**config.mk**
```make
export PLATFORM = sky130hd
export DESIGN_NAME = sr_cmd_gen
export DESIGN_NICKNAME = d
export VERILOG_FILES = /design/src/rtl/sr_pkg.sv /design/src/rtl/sr_cmd_gen_sync2.sv /design/src/rtl/sr_cmd_gen.sv
export SDC_FILE = /design/constraint.sdc
export NUM_CORES = 1
export LEC_CHECK = 0
export ABC_AREA = 1
export CORE_MARGIN = 3
export CORE_UTILIZATION = 43
export CTS_CLUSTER_SIZE = 14
export DETAILED_ROUTE_END_ITERATION = 8
export GPL_TIMING_DRIVEN = 0
export SETUP_SLACK_MARGIN = 0.05
export SYNTH_ARGS = -nofsm -noshare
export SYNTH_HDL_FRONTEND = slang
export SYNTH_SLANG_ARGS = --single-unit
```
**constraint.sdc**
```tcl
create_clock -name clk -period 2.7 [get_ports clk]
set_input_delay 0.405 -clock clk [delete_from_list [all_inputs] [get_ports clk]]
set_output_delay 0.405 -clock clk [all_outputs]
set_load 0.05 [all_outputs]
```
**src/rtl/sr_pkg.sv**
```systemverilog
// Shared types for the SR latch command path.
// State/direction enums and synchronizer depth used by sr_cmd_gen.
package sr_pkg;

  typedef enum logic [1:0] {
    IDLE,
    DEBOUNCE,
    PULSE,
    HOLDOFF
  } sr_cmd_state_t;

  typedef enum logic {
    DIR_OFF,
    DIR_ON
  } sr_dir_t;

  localparam int SYNC_STAGES = 2;

  // Counter width able to hold n, never narrower than one bit.
  function automatic int cnt_bits(input int n);
    return (n < 1) ? 1 : $clog2(n + 1);
  endfunction

endpackage

```
**src/rtl/sr_cmd_gen_sync2.sv**
```systemverilog
// Two-flop synchronizer for one asynchronous request line.
// Asynchronous active-high reset clears the whole chain.
module sync2
  import sr_pkg::*;
(
  input  logic clk,
  input  logic reset,
  input  logic d,
  output logic q
);

  logic [SYNC_STAGES-1:0] sh_q;
  logic [SYNC_STAGES-1:0] sh_d;

  always_comb begin
    sh_d = {sh_q[SYNC_STAGES-2:0], d};
  end

  always_ff @(posedge clk or posedge reset) begin
    if (reset) sh_q <= '0;
    else       sh_q <= sh_d;
  end

  assign q = sh_q[SYNC_STAGES-1];

endmodule

```
**src/rtl/sr_cmd_gen.sv**
```systemverilog
// Debounced, single-owner s/r command generator for the SR latch.
// Define SR_CMD_CNT_EN to add the cmd_cnt issued-command counter.
module sr_cmd_gen
  import sr_pkg::*;
#(
  parameter int DEB_CYCLES = 4,
  parameter int PULSE_LEN  = 2,
  parameter int HOLDOFF    = 3
`ifdef SR_CMD_CNT_EN
  ,
  parameter int CNT_W      = 8
`endif
) (
  input  logic clk,
  input  logic reset,
  input  logic req_on,
  input  logic req_off,
  input  logic q_fb,
  output logic s,
  output logic r,
  output logic busy,
  output logic conflict
`ifdef SR_CMD_CNT_EN
  ,
  output logic [CNT_W-1:0] cmd_cnt
`endif
);

  localparam int DW = cnt_bits(DEB_CYCLES);
  localparam int PW = cnt_bits(PULSE_LEN);
  localparam int HW = cnt_bits(HOLDOFF);

  logic on_s;
  logic off_s;

  sync2 u_sync_on (
    .clk   (clk),
    .reset (reset),
    .d     (req_on),
    .q     (on_s)
  );

  sync2 u_sync_off (
    .clk   (clk),
    .reset (reset),
    .d     (req_off),
    .q     (off_s)
  );

  sr_cmd_state_t state_q, state_d;
  sr_dir_t       dir_q, dir_d;
  sr_dir_t       res_dir;
  logic [1:0]    cand_q, cand_d;
  logic [1:0]    pair;
  logic [DW-1:0] deb_q, deb_d;
  logic [PW-1:0] pls_q, pls_d;
  logic [HW-1:0] ho_q, ho_d;
  logic          s_q, s_d;
  logic          r_q, r_d;
  logic          conf_q, conf_d;
  logic          redundant;
  logic          go_pulse;

  assign pair = {on_s, off_s};

  always_comb begin
    state_d   = state_q;
    dir_d     = dir_q;
    cand_d    = cand_q;
    deb_d     = deb_q;
    pls_d     = pls_q;
    ho_d      = ho_q;
    s_d       = 1'b0;
    r_d       = 1'b0;
    conf_d    = 1'b0;
    go_pulse  = 1'b0;
    // Off wins whenever both lines were captured together.
    res_dir   = (cand_q == 2'b10) ? DIR_ON : DIR_OFF;
    redundant = ((res_dir == DIR_ON) == q_fb);
    unique case (state_q)
      IDLE: begin
        if (pair != 2'b00) begin
          state_d = DEBOUNCE;
          cand_d  = pair;
          deb_d   = DW'(1);
        end
      end
      DEBOUNCE: begin
        if (pair != cand_q) begin
          state_d = IDLE;
        end else if (deb_q >= DW'(DEB_CYCLES - 1)) begin
          conf_d = &cand_q;
          dir_d  = res_dir;
          if (redundant) begin
            state_d = (HOLDOFF == 0) ? IDLE : sr_pkg::HOLDOFF;
            ho_d    = HW'(1);
          end else begin
            state_d  = PULSE;
            pls_d    = PW'(1);
            s_d      = (res_dir == DIR_OFF);
            r_d      = (res_dir == DIR_ON);
            go_pulse = 1'b1;
          end
        end else begin
          deb_d = deb_q + DW'(1);
        end
      end
      PULSE: begin
        if (pls_q >= PW'(PULSE_LEN)) begin
          state_d = (HOLDOFF == 0) ? IDLE : sr_pkg::HOLDOFF;
          ho_d    = HW'(1);
        end else begin
          pls_d = pls_q + PW'(1);
          s_d   = (dir_q == DIR_OFF);
          r_d   = (dir_q == DIR_ON);
        end
      end
      sr_pkg::HOLDOFF: begin
        if (ho_q >= HW'(HOLDOFF)) state_d = IDLE;
        else                      ho_d    = ho_q + HW'(1);
      end
      default: state_d = IDLE;
    endcase
  end

  always_ff @(posedge clk or posedge reset) begin
    if (reset) begin
      state_q <= IDLE;
      dir_q   <= DIR_OFF;
      cand_q  <= 2'b00;
      deb_q   <= '0;
      pls_q   <= '0;
      ho_q    <= '0;
      s_q     <= 1'b0;
      r_q     <= 1'b0;
      conf_q  <= 1'b0;
    end else begin
      state_q <= state_d;
      dir_q   <= dir_d;
      cand_q  <= cand_d;
      deb_q   <= deb_d;
      pls_q   <= pls_d;
      ho_q    <= ho_d;
      s_q     <= s_d;
      r_q     <= r_d;
      conf_q  <= conf_d;
    end
  end

  assign s        = s_q;
  assign r        = r_q;
  assign conflict = conf_q;
  assign busy     = (state_q != IDLE);

`ifdef SR_CMD_CNT_EN
  logic [CNT_W-1:0] cnt_q, cnt_d;

  always_comb begin
    cnt_d = cnt_q;
    if (go_pulse) cnt_d = cnt_q + CNT_W'(1);
  end

  always_ff @(posedge clk or posedge reset) begin
    if (reset) cnt_q <= '0;
    else       cnt_q <= cnt_d;
  end

  assign cmd_cnt = cnt_q;
`else
  logic unused_go;
  assign unused_go = go_pulse;
`endif

endmodule

```
==> summary.txt <==
Status
  • Status: finished clean

Logic synthesis
  • Sequential share of the synthesized area: 40.1%
  • Synth warn: 0
  • Yosys cell types: 22
  • Syn nets: roughly 160
  • Synthesized area per cell: about 8.3 um2
  • Post-Syn Instances: roughly 140
  • Mapped Area: 0.00118 mm2
  • Register bit total from synthesis: 19

Clock tree
  • Number of hold buffers added after CTS: 0
  • Total CTS buffers: 3
  • CTS tree: yes
  • H-Tree Depth: 1
  • Clock slew at reported path FFs: between 0.1 and 0.15 ns
  • CTS sink cnt: 19
  • Clock buffer depth: 2
  • Worst skew pair latency: 0.30 ns
  • Root Driver: clkbuf_4

Global route
  • Initial antenna violation count: 0
  • First-pass GRT wire length: 3820 um
  • Largest net degree at the start of global routing: 20
  • Total GRT Usage: approximately 14%
  • Number of global-route vias before repair: about 910
  • Grt ovf: 0

Worst setup path
  • CP Data Required Time: roughly 2.3 ns
  • Crit path DAT: roughly 1.7 ns
  • Startpoint Class: register
  • Setup Crit Path Kind: reg -> out
  • Nature of the critical path endpoint: output port
  • Worst-path fanout max: 7

Route
  • Routed len/inst: between 10 and 15 um
  • WL final: approximately 2000 um
  • Via count: 910
  • Detailed Routing Iterations Pass 1: 4
  • Final ANT Viol Nets: 0
  • Vias/cell: about 4.9
  • Drt drc: 0
  • Iteration-0 DRC Markers: 25

Finish
  • Final core occ: roughly 52%
  • Area delta synth->final: 12.5%
  • Fin nets: 170
  • Share of cells above drive strength 1: about a fifth
  • Antenna diode count: 0

STA
  • Final Max Tran Viols: 0
  • Hold Vio Cnt, Final: 0
  • Setup TNS: 0 ns
  • Max Clk Rate: approximately 470 MHz
  • Fin crit share: between 70% and 80%
  • Setup violators final: 0
  • Clk_skew: between 0.001 and 0.0015 ns
  • Slew Limit Headroom: 52.6%
  • Unrepaired setup endpoints after global routing: false
  • Final Critical Period: about 2.1 ns
  • Worst-margin pin slew: roughly 0.71 ns

Floorplan
  • Die Wd: around 58 um
  • Core ar.: 0.00254 mm2
  • I/O pins: 9
  • Die Height: around 60 um
  • Initial Utilization: 46.6%
  • Rows: 18
  • Die area: 0.00342 mm2

Placement
  • IO Port Bufs: 8
  • GPL Wtd Cong: roughly 0.79
  • Detailed placement HPWL: approximately 1600 um

Pwr
  • Total design power: between 1.5 and 2 mW
  • Power per cell area: 1200 mW/mm2
  • Max rail drop VDD: around 0.75 mV
  • Static Leak: about 0.7 nW

Job
  • Total of max-cap violations: 0

Min path
  • HP Class: reg -> reg
==> state kept, by name, indices dropped and copies added, names as in the netlist, named ones only <==
name	cells
r	1
u_sync_off.sh_q	2
s	1
ho_q	2
deb_q	3
state_q	1
u_sync_on.sh_q	2
dir_q	1
pls_q	2
cand_q	2
conflict	1
==> placed cells by master, fill, tap and decap left out, types with 4 or more instances in the layout <==
cell type	synthesis	routed
nor2_2	4	4
dfrtp_1	19	19
nand3_2	4	4
nor2_1	7	7
nand4_1	9	9
ha_1	10	10
clkdlybuf4s50_1	0	7
nand3_1	5	5
nand2_2	7	7
nor2_4	4	4
inv_1	16	16
nand2_1	41	41
==> layer usage <==
metal  part of all wire (%)  track usage [%]  wire length [um]  vias to the layer above
met5                      0                0                 0                        -
met2                     46             23.6               926                       15
met1                     49             18.2               997                      419
li1                       -                -                 -                      474
met4                   0.74             3.64                15                        0
met3                    4.6             4.17                94                        2
==> metrics by stage <==
step                area, um2  std cells  hold slack [ns]  setup WS [ns]
floorplan                1180        142            0.331           1.13
global placement         1300        180            0.332          0.504
detailed placement       1300        180            0.335          0.497
CTS                      1330        184            0.362          0.145
global route             1330        184            0.379          0.423
finish                   1330        184            0.359          0.552
==> final timing paths <==
path	startpoint	slack, ns	endpoint	depth (start not counted)
worst min-delay path	u_sync_off.sh_q[0]	0.36	u_sync_off.sh_q[1]	0
max in group asynchronous	reset	1.75	r	2
worst min register to register	u_sync_off.sh_q[0]	0.36	u_sync_off.sh_q[1]	0
min in group asynchronous	reset	0.50	state_q[0]	2
worst max register to register	register	1.16	ho_q[0]	11
worst max-delay path	state_q[0]	0.55	busy	4
==> critical path: stages, from the launching register on <==
cell and delay [ns]:
dfrtp_1 0.45, inv_1 0.09, ha_1 0.26, inv_1 0.19, dlymetal6s2s_1 0.45
==> logic make-up (layout without fill, tap and decap cells) <==
family	after synthesis	in the layout	synth area share (%)
AND/OR/NAND/NOR	84	84	37.4
XOR/XNOR	1	1	0.739
flip-flops	19	19	40.1
adder cells (fa/ha/maj)	10	10	10.6
AO/OA/AOI/OAI	7	7	3.27
buffers and inverters	21	33	7.92
==> repair_timing <==
action / CTS / global route
buffers inserted: 0 / 0
gates resized for setup: 0 / 1
setup endpoints to repair: 0 / 1
==> where the power goes <==
group / internal [mW] / switching (mW) / leakage (nW)
Clock: 0.0552 / 0.0913 / 0.0177
Combinational: 0.350 / 0.642 / 0.445
Sequential: 0.377 / 0.0815 / 0.239
==> area by class of cell <==
cell class                 count  area [um2]
inverter                      20        82.6
multi-input combinational    102         616
clock inverter                 1        5.00
clock buffer                   3        22.5
buffer                         1        11.3
timing repair buffer           8        82.6
fill                         239        1210
sequential                    19         475
tap                           30        37.5
==> synth_stat cells <==
| library cell | instances | area share (%) |
|---|---|---|
| a21oi_1 | 2 | 0.84 |
| buf_6 | 1 | 0.95 |
| dfrtp_1 | 19 | 40 |
| ha_1 | 10 | 11 |
| inv_1 | 16 | 5.1 |
| inv_2 | 3 | 0.95 |
| inv_8 | 1 | 0.95 |
| nand2_1 | 41 | 13 |
| nand2_2 | 7 | 3.7 |
| nand2_4 | 1 | 0.95 |
| nand3_1 | 5 | 2.1 |
| nand3_2 | 4 | 3.4 |
| nand4_1 | 9 | 4.8 |
| nor2_1 | 7 | 2.2 |
| nor2_2 | 4 | 2.1 |
| nor2_4 | 4 | 3.8 |
| nor3_2 | 1 | 0.84 |
| o21ai_0 | 3 | 1.3 |
| o21ai_1 | 1 | 0.42 |
| o21ai_2 | 1 | 0.74 |
| or2_2 | 1 | 0.53 |
| xnor2_1 | 1 | 0.74 |
Power figures use the tool's default switching activity.
